**src/rtl/hazard_scoreboard.sv**
```systemverilog
// Hazard scoreboard: tracks in-flight register writers per pipeline stage and
// decides, for the instruction in decode, whether to stall or where to forward from.
module hazard_scoreboard #(
    parameter int unsigned NREG  = 16,
    parameter int unsigned DEPTH = 3,
    parameter int unsigned FW    = $clog2(DEPTH + 1),
    parameter int unsigned CW    = 16,
    localparam int unsigned RW   = $clog2(NREG)
) (
    input  logic          clk,
    input  logic          rst,
    input  logic          issue_valid,
    input  logic          issue_wb_en,
    input  logic          issue_is_load,
    input  logic [RW-1:0] issue_dest,
    input  logic [RW-1:0] src1,
    input  logic [RW-1:0] src2,
    input  logic          src1_used,
    input  logic          src2_used,
    input  logic          forward_en,
    input  logic          flush,
    output logic          stall,
    output logic [FW-1:0] fwd_sel1,
    output logic [FW-1:0] fwd_sel2,
    output logic [CW-1:0] stall_count
);

    // Per-stage entries; index i is the instruction currently in stage i.
    logic [DEPTH-1:0] valid_q;
    logic [DEPTH-1:0] wb_en_q;
    logic [DEPTH-1:0] is_load_q;
    logic [RW-1:0]    dest_q [DEPTH];

    logic [CW-1:0]    stall_count_q;

    logic [DEPTH-1:0] match1;
    logic [DEPTH-1:0] match2;
    logic             hit_early;
    logic             load_use;
    logic             stall_raw;
    logic             issue_accept;
    logic [FW-1:0]    sel1;
    logic [FW-1:0]    sel2;

    // Per-stage source match: stage must hold a live register writer to the same register.
    always_comb begin
        match1 = '0;
        match2 = '0;
        for (int i = 0; i < int'(DEPTH); i++) begin
            match1[i] = src1_used & valid_q[i] & wb_en_q[i] & (dest_q[i] == src1);
            match2[i] = src2_used & valid_q[i] & wb_en_q[i] & (dest_q[i] == src2);
        end
    end

    // Hazard classification. The last stage never stalls: the register file
    // is written before it is read in the same cycle.
    always_comb begin
        hit_early = 1'b0;
        for (int i = 0; i < int'(DEPTH) - 1; i++) begin
            hit_early = hit_early | match1[i] | match2[i];
        end
        load_use  = (match1[0] | match2[0]) & is_load_q[0];
        stall_raw = forward_en ? load_use : hit_early;
    end

    // Stall decision; flush, an empty decode slot or reset all suppress it.
    always_comb begin
        stall = rst & issue_valid & ~flush & stall_raw;
    end

    // Forward select: youngest matching stage wins, hence the descending scan.
    always_comb begin
        sel1 = '0;
        sel2 = '0;
        for (int i = int'(DEPTH) - 2; i >= 0; i--) begin
            if (match1[i]) begin
                sel1 = FW'(i + 1);
            end
            if (match2[i]) begin
                sel2 = FW'(i + 1);
            end
        end
    end

    // Forwarding is only meaningful when enabled and the consumer actually proceeds.
    always_comb begin
        if (rst && forward_en && !stall) begin
            fwd_sel1 = sel1;
            fwd_sel2 = sel2;
        end else begin
            fwd_sel1 = '0;
            fwd_sel2 = '0;
        end
    end

    // A decode instruction enters stage 0 only when it is neither stalled nor killed.
    always_comb begin
        issue_accept = issue_valid & ~stall & ~flush;
    end

    // Shift the scoreboard one stage per cycle; stage 0 takes the new issue or a bubble.
    always_ff @(posedge clk or negedge rst) begin
        if (!rst) begin
            valid_q   <= '0;
            wb_en_q   <= '0;
            is_load_q <= '0;
            for (int i = 0; i < int'(DEPTH); i++) begin
                dest_q[i] <= '0;
            end
        end else begin
            for (int i = int'(DEPTH) - 1; i > 0; i--) begin
                valid_q[i]   <= valid_q[i-1];
                wb_en_q[i]   <= wb_en_q[i-1];
                is_load_q[i] <= is_load_q[i-1];
                dest_q[i]    <= dest_q[i-1];
            end
            valid_q[0]   <= issue_accept;
            wb_en_q[0]   <= issue_wb_en;
            is_load_q[0] <= issue_is_load;
            dest_q[0]    <= issue_dest;
        end
    end

    // Saturating stall-cycle counter; one increment per stalled cycle regardless
    // of how many sources caused it.
    always_ff @(posedge clk or negedge rst) begin
        if (!rst) begin
            stall_count_q <= '0;
        end else if (stall && (stall_count_q != {CW{1'b1}})) begin
            stall_count_q <= stall_count_q + CW'(1);
        end
    end

    always_comb begin
        stall_count = stall_count_q;
    end

endmodule

```
**config.mk**
```make
export PLATFORM = sky130hd
export DESIGN_NAME = hazard_scoreboard
export DESIGN_NICKNAME = d
export VERILOG_FILES = /design/src/rtl/hazard_scoreboard.sv
export SDC_FILE = /design/constraint.sdc
export NUM_CORES = 1
export LEC_CHECK = 0
export ABC_AREA = 1
export CAP_MARGIN = 15
export CELL_PAD_IN_SITES_DETAIL_PLACEMENT = 0
export CELL_PAD_IN_SITES_GLOBAL_PLACEMENT = 1
export CORE_MARGIN = 5
export CORE_UTILIZATION = 36
export CTS_BUF_LIST = sky130_fd_sc_hd__clkbuf_4
export CTS_CLUSTER_DIAMETER = 50
export DETAILED_ROUTE_END_ITERATION = 10
export GPL_TIMING_DRIVEN = 0
export HOLD_SLACK_MARGIN = 0.02
export PLACE_DENSITY = 0.9
export SLEW_MARGIN = 10
export SYNTH_ARGS = -nofsm -noshare
export SYNTH_HDL_FRONTEND = slang
export SYNTH_SLANG_ARGS = --single-unit
```
**constraint.sdc**
```tcl
create_clock -name clk -period 1.8 [get_ports clk]
set_input_delay 0.36 -clock clk [delete_from_list [all_inputs] [get_ports clk]]
set_output_delay 0.36 -clock clk [all_outputs]
set_load 0.02 [all_outputs]
```
# == Yosys cells after proc, flatten, opt, wreduce, memory -nomap -nowiden ==
# Index checks and enable logic that the tools add are counted.
# totals
regBits,29
inputBits,21
output_inout_bits,21
elab_cells,46
# classes
n_addsub,1
eq_ne,5
n_mux,7
n_bitwise,23
n_reduce_logical,4
# op_table
cell,n
bitwise AND 1 bit,18
adder 16 x 1 -> 16 bit (second input constant),1
equality test 4 bit,4
inequality test 16 bit (second input constant),1
2-to-1 mux 2 bit,6
logical AND 1 bit,3
OR 1 bit,3
NOT 1 bit,2
zero test 1 bit,1
2-to-1 mux 1 bit,1

# == Longest topological paths before layout ==
# Gate-level depths: netlist of the first run.
# logic_depth
word_depth,11
depth_mapped,12

# == Worst setup path after synthesis of the first run ==
# Ideal clock, no wire load.
# synth_path
path_kind,flip-flop to flip-flop
from,register stall_count_q[0] (netlist: stall_count[0])
to,register stall_count_q[0] (netlist: stall_count[0])
setup_ns,0.118
t_arrival_ns,1.746
path_slack_ns,-0.063
path_stages_with_launch,10
synth_period_minus_slack_ns,1.863
cell_sequence,dfrtp_1 -> ha_1 -> nand3_2 -> nor2_4 -> nand2_2 -> or2_0 -> buf_6 -> buf_2 -> nand4_1 -> nand2_1
# synth_via
elab_chain_cells,2
word_cells_on_any_way,3
classes_between,add/sub: 1; eq/ne: 1; reduce/logical: 1
# synth_lines
element,line,text
start: declaration,34,logic [CW-1:0] stall_count_q;
start signal: assignment,130,stall_count_q <= stall_count_q + CW'(1);
"parallel branches: the longest is 2 deep, another holds adder 16 x 1 -> 16 bit",--,
# Several ways; the timed one is not identified.
# A chain may end at the register's enable or synchronous reset.

# == Worst setup path after layout of the first run ==
# layout_path
from,input forward_en
to,output fwd_sel1[0]
# layout_via
elab_chain_cells,5
word_cells_on_any_way,6
classes_between,mux: 2; bitwise: 1; reduce/logical: 3
# layout_lines
element,line,text
start: declaration,20,"input logic forward_en,"
2-to-1 mux 1 bit,63,stall_raw = forward_en ? load_use : hit_early;
bitwise AND 1 bit,68,stall = rst & issue_valid & ~flush & stall_raw;
zero test 1 bit,87,if (rst && forward_en && !stall) begin
logical AND 1 bit (*),87,
2-to-1 mux 2 bit (*),87,
end: declaration,23,"output logic [FW-1:0] fwd_sel1,"
# Every way passes the cells marked *; elsewhere a longest branch is shown, timed or not.

==> results by stage, run 1 <==
Pwr:
- Of the total power, registers draw 0.549.
- The relative contribution of the clock network to total power is 0.322.
- The switching power is 0.000339 W.
- The cell leakage power is 1.43 nW.
- The cell internal power dissipation is 0.000908 W.
- The total power of the final layout is 0.00125 W.
- The combinational power share is 0.128.
- The maximum ir drop on the vdd rail is between 0.2 and 0.3 mV.
- For this design the ratio of total power to cell area is 503 nW/um^2.
- The switching share of power is 0.272.

Finish:
- The flip-flop and latch area is 728 sq um.
- The repair_antennas step left the layout with diodes totalling 0.
- In the final layout, the share of cells above drive strength 1 is 0.205.
- The total of fill cells in the finished design is 455.
- The number of non-filler instances in the completed layout is 347.
- Summing all multi-input logic gate instances after layout gives approximately 950 sq um.
- The post-synthesis to final-layout area growth is 45.8%.
- The post-route cell area is roughly 2500 sq um.
- The count of nets after finishing is 314.
- The final cell utilization of the core is 0.532.

Drt:
- After detailed routing, the number of vias per cell comes to 4.81.
- The detailed-route via count is approximately 1,700.
- The routed design has around 4.4 mm of wire.
- The first-pass detailed-route iteration total is 4.
- The number of design rule violations left after detail routing is 0.
- After detailed routing, the average wire length per cell comes to 12.8 um.
- The number of nets with antenna violations after detailed routing is 0.
- The number of DRC violations after detailed-routing iteration 0 is 84.

STA:
- The actual transition at the worst max-transition pin is 462 ps.
- The post-route setup TNS is -1180 ps.
- Timing would allow up to slightly below 0.5 GHz.
- The final hold violation count is 0.
- The ratio of final minimum period to clock period is 1.14.
- The final period demand of the worst path is roughly 2100 ps.
- The setup skew after layout is 9.03 ps.
- The number of max-slew violations in the final report is 0.
- The number of endpoints failing setup at the final stage is 5.
- Once routing completed, OpenROAD measured the worst setup slack at -260 ps.
- Setup repair after global routing could not meet its margin everywhere.
- The worst max-slew margin expressed relative to the limit is 0.692.

Floorplan:
- The die height is between 70 and 80 um.
- Measured along the x axis, the die boundary spans 78.8 um.
- Pin placement for this block handled 42 I/O pins.
- The die covers about 6200 sq um.
- After floorplanning, the core was divided into 25 placement rows.
- The area of the placeable core is 4660 sq um.
- The starting utilization of the core area is 0.365.

Synthesis:
- The number of flip-flops and latches in the synthesized netlist is 29.
- The share of synthesized area in the top cell type comes to 0.426.
- The synthesized design contains 0 enable-type register cells.
- The mean instance size in the synthesized netlist is 7.37 sq um.
- The number of instances in the synthesized netlist is 231.
- During synthesis, Yosys emitted a total of 0 warnings.
- The biggest area contributor in the post-synthesis netlist is sky130_fd_sc_hd__dfrtp_1.
- In the synthesized netlist the async set-or-reset flop fraction comes to 1.00.
- Counting distinct cell types in the post-synthesis netlist gives 20.
- The sequential area share after synthesis is 0.426.
- After synthesis, the cell types taking the most area are sky130_fd_sc_hd__dfrtp_1 43%, sky130_fd_sc_hd__nand2_1 20%, sky130_fd_sc_hd__nand4_1 7.0%.
- By instance count, the leading cell after synthesis is sky130_fd_sc_hd__nand2_1.
- The dominant register cell in the synthesized netlist is sky130_fd_sc_hd__dfrtp_1.
- By count the netlist is led by 91 x sky130_fd_sc_hd__nand2_1, 29 x sky130_fd_sc_hd__dfrtp_1, 22 x sky130_fd_sc_hd__inv_1, 22 x sky130_fd_sc_hd__nor2_1, 19 x sky130_fd_sc_hd__nand4_1.
- The netlist area before placement is 1700 sq um.
- The net count after synthesis is 253.

Worst setup path:
- Along the worst path, the maximum fanout reaches 4.
- On the worst path, the slowest cell contributes a delay of 490 ps.
- The sort of element at the start of the critical path is a primary input.
- On the critical path, the stage with the largest delay is an instance of sky130_fd_sc_hd__clkdlybuf4s50_1.
- The top cell family by delay on the critical path is buffers and inverters.
- The critical path's most frequent cell is sky130_fd_sc_hd__nand2_4.
- The required time reported for the critical path endpoint is 1440 ps.
- The critical setup path kind is in -> out.
- The type of destination of the critical path is an output pin.
- Data arrives at the worst endpoint at 1700 ps.
- The critical path goes through clkdlybuf4s50_1 > inv_1 > or2_2 > nand2_2 > nand2_4 > nand2_4 > nand2_4 > nor2_2 > buf_6.
- The number of buffers and inverters on the critical path is 3.

Global routing:
- Entering global routing, the biggest net connects 32 pins.
- Summed over all layers, the global routing overflow is 0.
- In the global route stage, overall resource usage came out at 0.146.
- The via count of the first global-routing pass is 1,588.
- The first-pass GRT wire length is 7.19 mm.
- The initial antenna violation count is 0.

CTS:
- The CTS clock-pin slew for the worst setup and hold paths is 100 ps.
- The number of buffers created by CTS is 5.
- The clock latency on the worst-skew pair is 330 ps.
- The clock tree from TritonCTS is done.
- In this run the number of H-tree levels came out at 2.
- The clock passes through at most 2 buffers.
- The buffer type at the clock tree root is sky130_fd_sc_hd__clkbuf_4.
- The number of clock sinks is 29.

Placed design:
- Once placement completed, the tool counted placed cells totaling between 300 and 400.
- The post-detailed-placement half-perimeter wirelength is roughly 3 mm.
- The post-detailed-placement cell area is 2180 sq um.
- In this run the tool buffered the top-level ports with 41 buffer cells.
- The congestion estimate from routability-driven global placement came to 0.786.

Hold path:
- The type of the most critical hold path is reg -> reg.

Status:
- The run finished, with violations left.
- The checks that failed: setup timing.

Flow run:
- Max-cap violations in this run came to 0.
## cell type report
class                   instances  area share
clock inverters                 2     0.00403
flip-flops and latches         29       0.293
repair buffers                 54       0.222
plain buffers                   5      0.0182
well taps                      54      0.0272
multi-input cells             175       0.384
inverters                      22      0.0333
clock buffers                   6      0.0182
## layer usage
| layer | global-route usage | share of wire | vias to the layer above |
|---|---|---|---|
| met3 | 0.0488 | 0.063 | 6 |
| li1 | - | - | 855 |
| met2 | 0.243 | 0.47 | 41 |
| met5 | 0 | 0 | - |
| met4 | 0.0455 | 0.011 | 0 |
| met1 | 0.177 | 0.45 | 767 |
## what timing repair did
item	4_1_cts	5_1_grt
endpoints found under the hold margin	29	29
buffers inserted	8	4
pin swaps	11	13
resized for setup	60	30
setup endpoints to repair	20	32
cloned	0	0
## power groups by stage
stage          registers, W  logic [W]  clock network [W]
6_report           0.000685   0.000160           0.000402
5_1_grt            0.000689   0.000180           0.000454
4_1_cts            0.000686   0.000146           0.000422
3_5_place_dp       0.000698   0.000139                  0
3_3_place_gp       0.000697   0.000139                  0
2_1_floorplan      0.000698  0.0000566                  0
## per-stage QoR
stage	hold WS [ps]	setup slack [ps]
after floorplan	64.4	28.5
after global placement	378	-2010
after detailed placement	383	-1160
after CTS	-55.7	-269
after global routing	445	-386
final	430	-260
## sequential cells by signal (all words and copies together) (netlist names)
signal	cells
dest_q	8
stall_count	16
wb_en_q	2
is_load_q	1
valid_q	2
## cells in the final DEF, fill, tap and decap left out, types with 3 or more instances in the layout
| cell type | Yosys | layout |
|---|---|---|
| sky130_fd_sc_hd__dlygate4sd2_1 | 0 | 13 |
| sky130_fd_sc_hd__buf_6 | 2 | 6 |
| sky130_fd_sc_hd__nand2_4 | 0 | 3 |
| sky130_fd_sc_hd__dlymetal6s2s_1 | 0 | 11 |
| sky130_fd_sc_hd__clkbuf_4 | 0 | 6 |
| sky130_fd_sc_hd__nor2_1 | 22 | 12 |
| sky130_fd_sc_hd__xor2_1 | 9 | 9 |
| sky130_fd_sc_hd__buf_4 | 0 | 13 |
| sky130_fd_sc_hd__nor3_1 | 4 | 3 |
| sky130_fd_sc_hd__nand2_1 | 91 | 85 |
| sky130_fd_sc_hd__inv_1 | 22 | 20 |
| sky130_fd_sc_hd__nand4_1 | 19 | 19 |
| sky130_fd_sc_hd__nand2_2 | 2 | 5 |
| sky130_fd_sc_hd__nand3_1 | 13 | 12 |
| sky130_fd_sc_hd__clkdlybuf4s50_1 | 0 | 11 |
| sky130_fd_sc_hd__dfrtp_1 | 29 | 27 |
| sky130_fd_sc_hd__xnor2_1 | 8 | 8 |
| sky130_fd_sc_hd__nor2_2 | 0 | 9 |
## logic make-up (layout without fill, tap and decap cells)
kind of cell             Yosys count  in the layout  synth area share
AO/OA/AOI/OAI                      1              1           0.00294
XOR/XNOR                          17             17            0.0875
adder cells (fa/ha/maj)            1              1           0.00735
buffers and inverters             27             89            0.0691
flip-flops                        29             29             0.426
AND/OR/NAND/NOR                  156            156             0.407
## worst paths after layout
| kind | start | endpoint | slack (ps) | cells past startpoint |
|---|---|---|---|---|
| min in group asynchronous | rst | stall_count[9]$_DFFE_PN0P_ | 590 | 3 |
| worst min register to register | valid_q[0]$_DFF_PN0_ | valid_q[1]$_DFF_PN0_ | 430 | 0 |
| worst max-delay path | forward_en | fwd_sel1[0] | -260 | 9 |
| worst min-delay path | valid_q[0]$_DFF_PN0_ | valid_q[1]$_DFF_PN0_ | 430 | 0 |
| worst max register to register | stall_count[0]$_DFFE_PN0P_ | stall_count[8]$_DFFE_PN0P_ | 90 | 9 |
| max in group asynchronous | rst | stall_count[0]$_DFFE_PN0P_ | 1030 | 3 |
No activity file was read; power rests on OpenSTA's default activity.
==> inputs of run 2 (changes only) <==
--- a/config.mk
+++ b/config.mk
@@ -15,7 +15,7 @@
 export CTS_CLUSTER_DIAMETER = 50
 export DETAILED_ROUTE_END_ITERATION = 10
 export GPL_TIMING_DRIVEN = 0
-export HOLD_SLACK_MARGIN = 0.02
+export HOLD_SLACK_MARGIN = 0.15
 export PLACE_DENSITY = 0.9
 export SLEW_MARGIN = 10
 export SYNTH_ARGS = -nofsm -noshare
==> results of run 2 <==
No change in the layout: final DEF, timing and power equal those of run 1.
==> inputs of run 3 (changes only) <==
==> constraint.sdc (replaced) <==
create_clock -name clk -period 1.8 [get_ports clk]
set_input_delay 0.27 -clock clk [delete_from_list [all_inputs] [get_ports clk]]
set_output_delay 0.27 -clock clk [all_outputs]
set_load 0.02 [all_outputs]
==> run 3 against run 2 <==
- the flow still finishes with violations (setup timing)
- worst hold slack got worse by 61 ps
- highest routed layer unchanged
- combinational power about the same
- via count is 1.3% lower
- worst setup slack improved by 110 ps
- critical path depth up 3
- sequential share of layout area increased by 1.2 points
- total power about the same
- clock-buffer cell count unchanged
- utilization shrank 2.0 points
- non-clock buffer count down 4
==> results by stage, run 3 (synthesis gave the netlist of run 1 again) <==
Worst setup path:
- The worst-path maximum fanout was 4 (unchanged).
- On the critical path, the stage with the largest delay is an instance of sky130_fd_sc_hd__dfrtp_1.
- Traced cell by cell, the critical path runs through inv_1 > nand2_1 > nand2_1 > nor2_2 > nand3_1 > nand2_2 > nand2_2 > nand2_4 > nand2_4 > nand2_4 > nor2_2 > buf_6.
- The critical path's most frequent cell is sky130_fd_sc_hd__nand2_4.
- STA classifies the critical path startpoint as a flop.
- The type of destination of the critical path is an output pin.
- The arrival time of data at the critical path endpoint is 1680 ps (-20 ps).
- The critical setup path kind is reg -> out.
- The delay of the slowest critical-path stage is 380 ps (-110 ps).
- The required time reported for the critical path endpoint is 1530 ps (+90 ps).
- The worst path buffer plus inverter count came to 2 (-1).
- Broken down by cell family, the worst path's largest delay share belongs to simple AND/OR/NAND/NOR gates.

Floorplan:
- The starting utilization of the core area is 0.365 (unchanged).
- The die height came to 78.8 um (unchanged).
- The area of the die is 6200 sq um (unchanged).
- The count of boundary I/O pins was 42 (unchanged).
- The area of the placeable core was 4660 sq um (unchanged).
- The count of standard-cell rows was 25 (unchanged).
- The floorplan die width was 78.8 um (unchanged).

CTS:
- The number of clock sinks came to 29 (unchanged).
- The buffer type at the clock tree root is sky130_fd_sc_hd__clkbuf_4.
- The level count of the clock H-tree is 2 (unchanged).
- The CTS clock-pin slew for the worst setup and hold paths is 100 ps (about the same).
- The maximum root-to-sink buffer count is 2 (unchanged).
- The clock tree from TritonCTS is done.
- The clock latency on the worst-skew pair is 330 ps (about the same).
- The number of buffers created by CTS was 5 (unchanged).

STA:
- The worst max-slew margin expressed relative to the limit is 0.668 (-0.0243).
- The number of endpoints failing setup at the final stage is 5 (unchanged).
- The ratio of final minimum period to clock period is 1.08 (-0.0598).
- The maximum clock rate is 0.512 GHz (+5.5%).
- The final period demand of the worst path is 1950 ps (-108 ps).
- The post-route setup TNS is -685 ps (+493 ps).
- The final worst slack is -152 ps (+108 ps).
- The number of max-slew violations in the final report is 0 (unchanged).
- Setup repair after global routing could not meet its margin everywhere.
- The final hold violation count is 0 (unchanged).
- The setup skew after layout is 7.87 ps (-1.16 ps).
- The actual transition at the worst max-transition pin is 498 ps (+35.9 ps).

Drt:
- The number of nets with antenna violations after detailed routing is 0 (unchanged).
- The met1 wire length is 1.93 mm (-4.2%).
- The post-detailed-route via-to-cell ratio is 4.80 (-0.17%).
- The first-pass detailed-route iteration total came to 4 (unchanged).
- The highest layer touched by signal routing is met4.
- The detailed-route via count came to 1,647 (-1.3%).
- The met3 layer wire length in the routed design came to 297 um (+6.5%).
- The final wirelength is 4.36 mm (-1.8%).
- The number of DRC violations after detailed-routing iteration 0 is 63 (-25%).
- The total met2 wirelength after detailed routing is 2.09 mm (-0.81%).
- The number of design rule violations left after detail routing came to 0 (unchanged).
- The per-cell routed wire length is 12.7 um (-0.66%).

Finish:
- Leaving out fill and tap cells, the most frequent cells in the layout are 85 x sky130_fd_sc_hd__nand2_1, 27 x sky130_fd_sc_hd__clkdlybuf4s50_1, 26 x sky130_fd_sc_hd__dfrtp_1, 20 x sky130_fd_sc_hd__inv_1, 19 x sky130_fd_sc_hd__nand4_1.
- The flip-flop count of the largest register, all copies and words added was 16 (unchanged).
- The post-route cell area is 2390 sq um (-3.8%).
- The total of fill cells in the finished design is 457 (+0.44%).
- The count of nets after finishing is 310 (-1.3%).
- The leading cell type in the layout, fill and taps excluded is sky130_fd_sc_hd__nand2_1.
- The final antenna diode count is 0 (unchanged).
- The fraction of layout cells with a size suffix above 1 was 0.187 (-0.0179).
- The final cell utilization of the core was 0.512 (-0.0201).
- From synthesis to final layout, the design area changed by 40.3%.

Pwr:
- The total power of the final layout is 0.00125 W (about the same).
- The switching share of power is 0.272 (-0.000374).
- The relative contribution of the clock network to total power is 0.325 (+0.003).
- The cell leakage power is 1.19 nW (-17%).
- The sequential power share is 0.548 (about the same).
- The combinational power share is 0.127 (about the same).
- The cell internal power dissipation is 0.000907 W (about the same).
- The maximum ir drop on the vdd rail came to 0.289 mV (+0.28%).
- The power density over cell area is 522 nW/um^2 (+3.8%).
- The switching power is 0.000338 W (-0.23%).

Flow run:
- The number of max-cap violations came to 0 (unchanged).

Placed design:
- The worst setup slack before clock tree synthesis is -983 ps (+180 ps).
- The final weighted congestion in routability-driven placement came to 0.786 (unchanged).
- The number of buffer cells added on primary ports is 41 (unchanged).
- The post-detailed-placement cell area is 2180 sq um (unchanged).
- The post-detailed-placement half-perimeter wirelength is 3.08 mm (unchanged).

Global routing:
- The sum of overflow across all layers after global routing is 0 (unchanged).
- The first-pass GRT wire length is 7.22 mm (+0.49%).
- The total track usage is 0.147 (+0.00193).
- The maximum number of pins on one net before global-route repair is 30 (-6.3%).
- The initial antenna violation count is 0 (unchanged).
- The via count of the first global-routing pass was 1,598 (+0.63%).

Hold path:
- The path class of the tightest hold or removal check is in -> reg.

Status:
- The flow ran to the end, but the final reports show violations.
- The final reports fail on setup timing.
==> run 3: cell count changes in the layout (fill, tap and decap cells not counted), moves of 2 or more <==
cell	previous run	this run
sky130_fd_sc_hd__buf_4	13	11
sky130_fd_sc_hd__clkdlybuf4s50_1	11	27
sky130_fd_sc_hd__dlymetal6s2s_1	11	1
sky130_fd_sc_hd__dlygate4sd2_1	13	7
==> run 3: worst paths after layout <==
kind / endpoint / startpoint / slack, ps / depth (start not counted)
min reg2reg: valid_q[1]$_DFF_PN0_ / valid_q[0]$_DFF_PN0_ / 410 / 0
min: wb_en_q[0]$_DFF_PN0_ / issue_wb_en / 370 / 1
min in group asynchronous: stall_count[9]$_DFFE_PN0P_ / rst / 490 / 3
max: fwd_sel2[1] / dest_q[5]$_DFF_PN0_ / -150 / 12
max in group asynchronous: stall_count[2]$_DFFE_PN0P_ / rst / 1120 / 3
max reg2reg: stall_count[7]$_DFFE_PN0P_ / stall_count[0]$_DFFE_PN0P_ / 40 / 9
==> run 3: power groups by stage <==
stage	Combinational (W)	Clock [W]	Sequential, W
floorplan	0.0000566	0	0.000698
global placement	0.000139	0	0.000697
detailed placement	0.000139	0	0.000698
CTS	0.000158	0.000422	0.000682
global route	0.000178	0.000453	0.000686
finish	0.000159	0.000405	0.000682
==> run 3: what timing repair did <==
item,CTS,global route
setup buffers,8,0
pin swaps,7,10
resized for setup,46,22
endpoints found under the setup margin,18,22
endpoints found under the hold margin,29,0
hold buffers,2,0
==> run 3: layout make-up <==
| cell class | count | area, sq um | area share |
|---|---|---|---|
| multi-input combinational | 175 | 925 | 0.387 |
| clock inverter | 2 | 10.0 | 0.00419 |
| sequential | 29 | 729 | 0.306 |
| tap | 54 | 67.6 | 0.0283 |
| inverter | 22 | 82.6 | 0.0346 |
| clock buffer | 6 | 45.0 | 0.0189 |
| timing repair buffer | 51 | 498 | 0.209 |
| buffer | 4 | 30.0 | 0.0126 |
==> run 3: per-stage QoR <==
stage                     hold slack [ps]  std cells
after floorplan                     -25.6        231
after global placement                378        326
after detailed placement              355        326
after CTS                             358        343
after global routing                  357        343
final                                 369        343
==> run 3: routing by layer <==
metal	track usage	up-vias
met5	0	-
met4	0.0472	0
met3	0.0476	6
met2	0.250	46
met1	0.177	750
li1	-	845
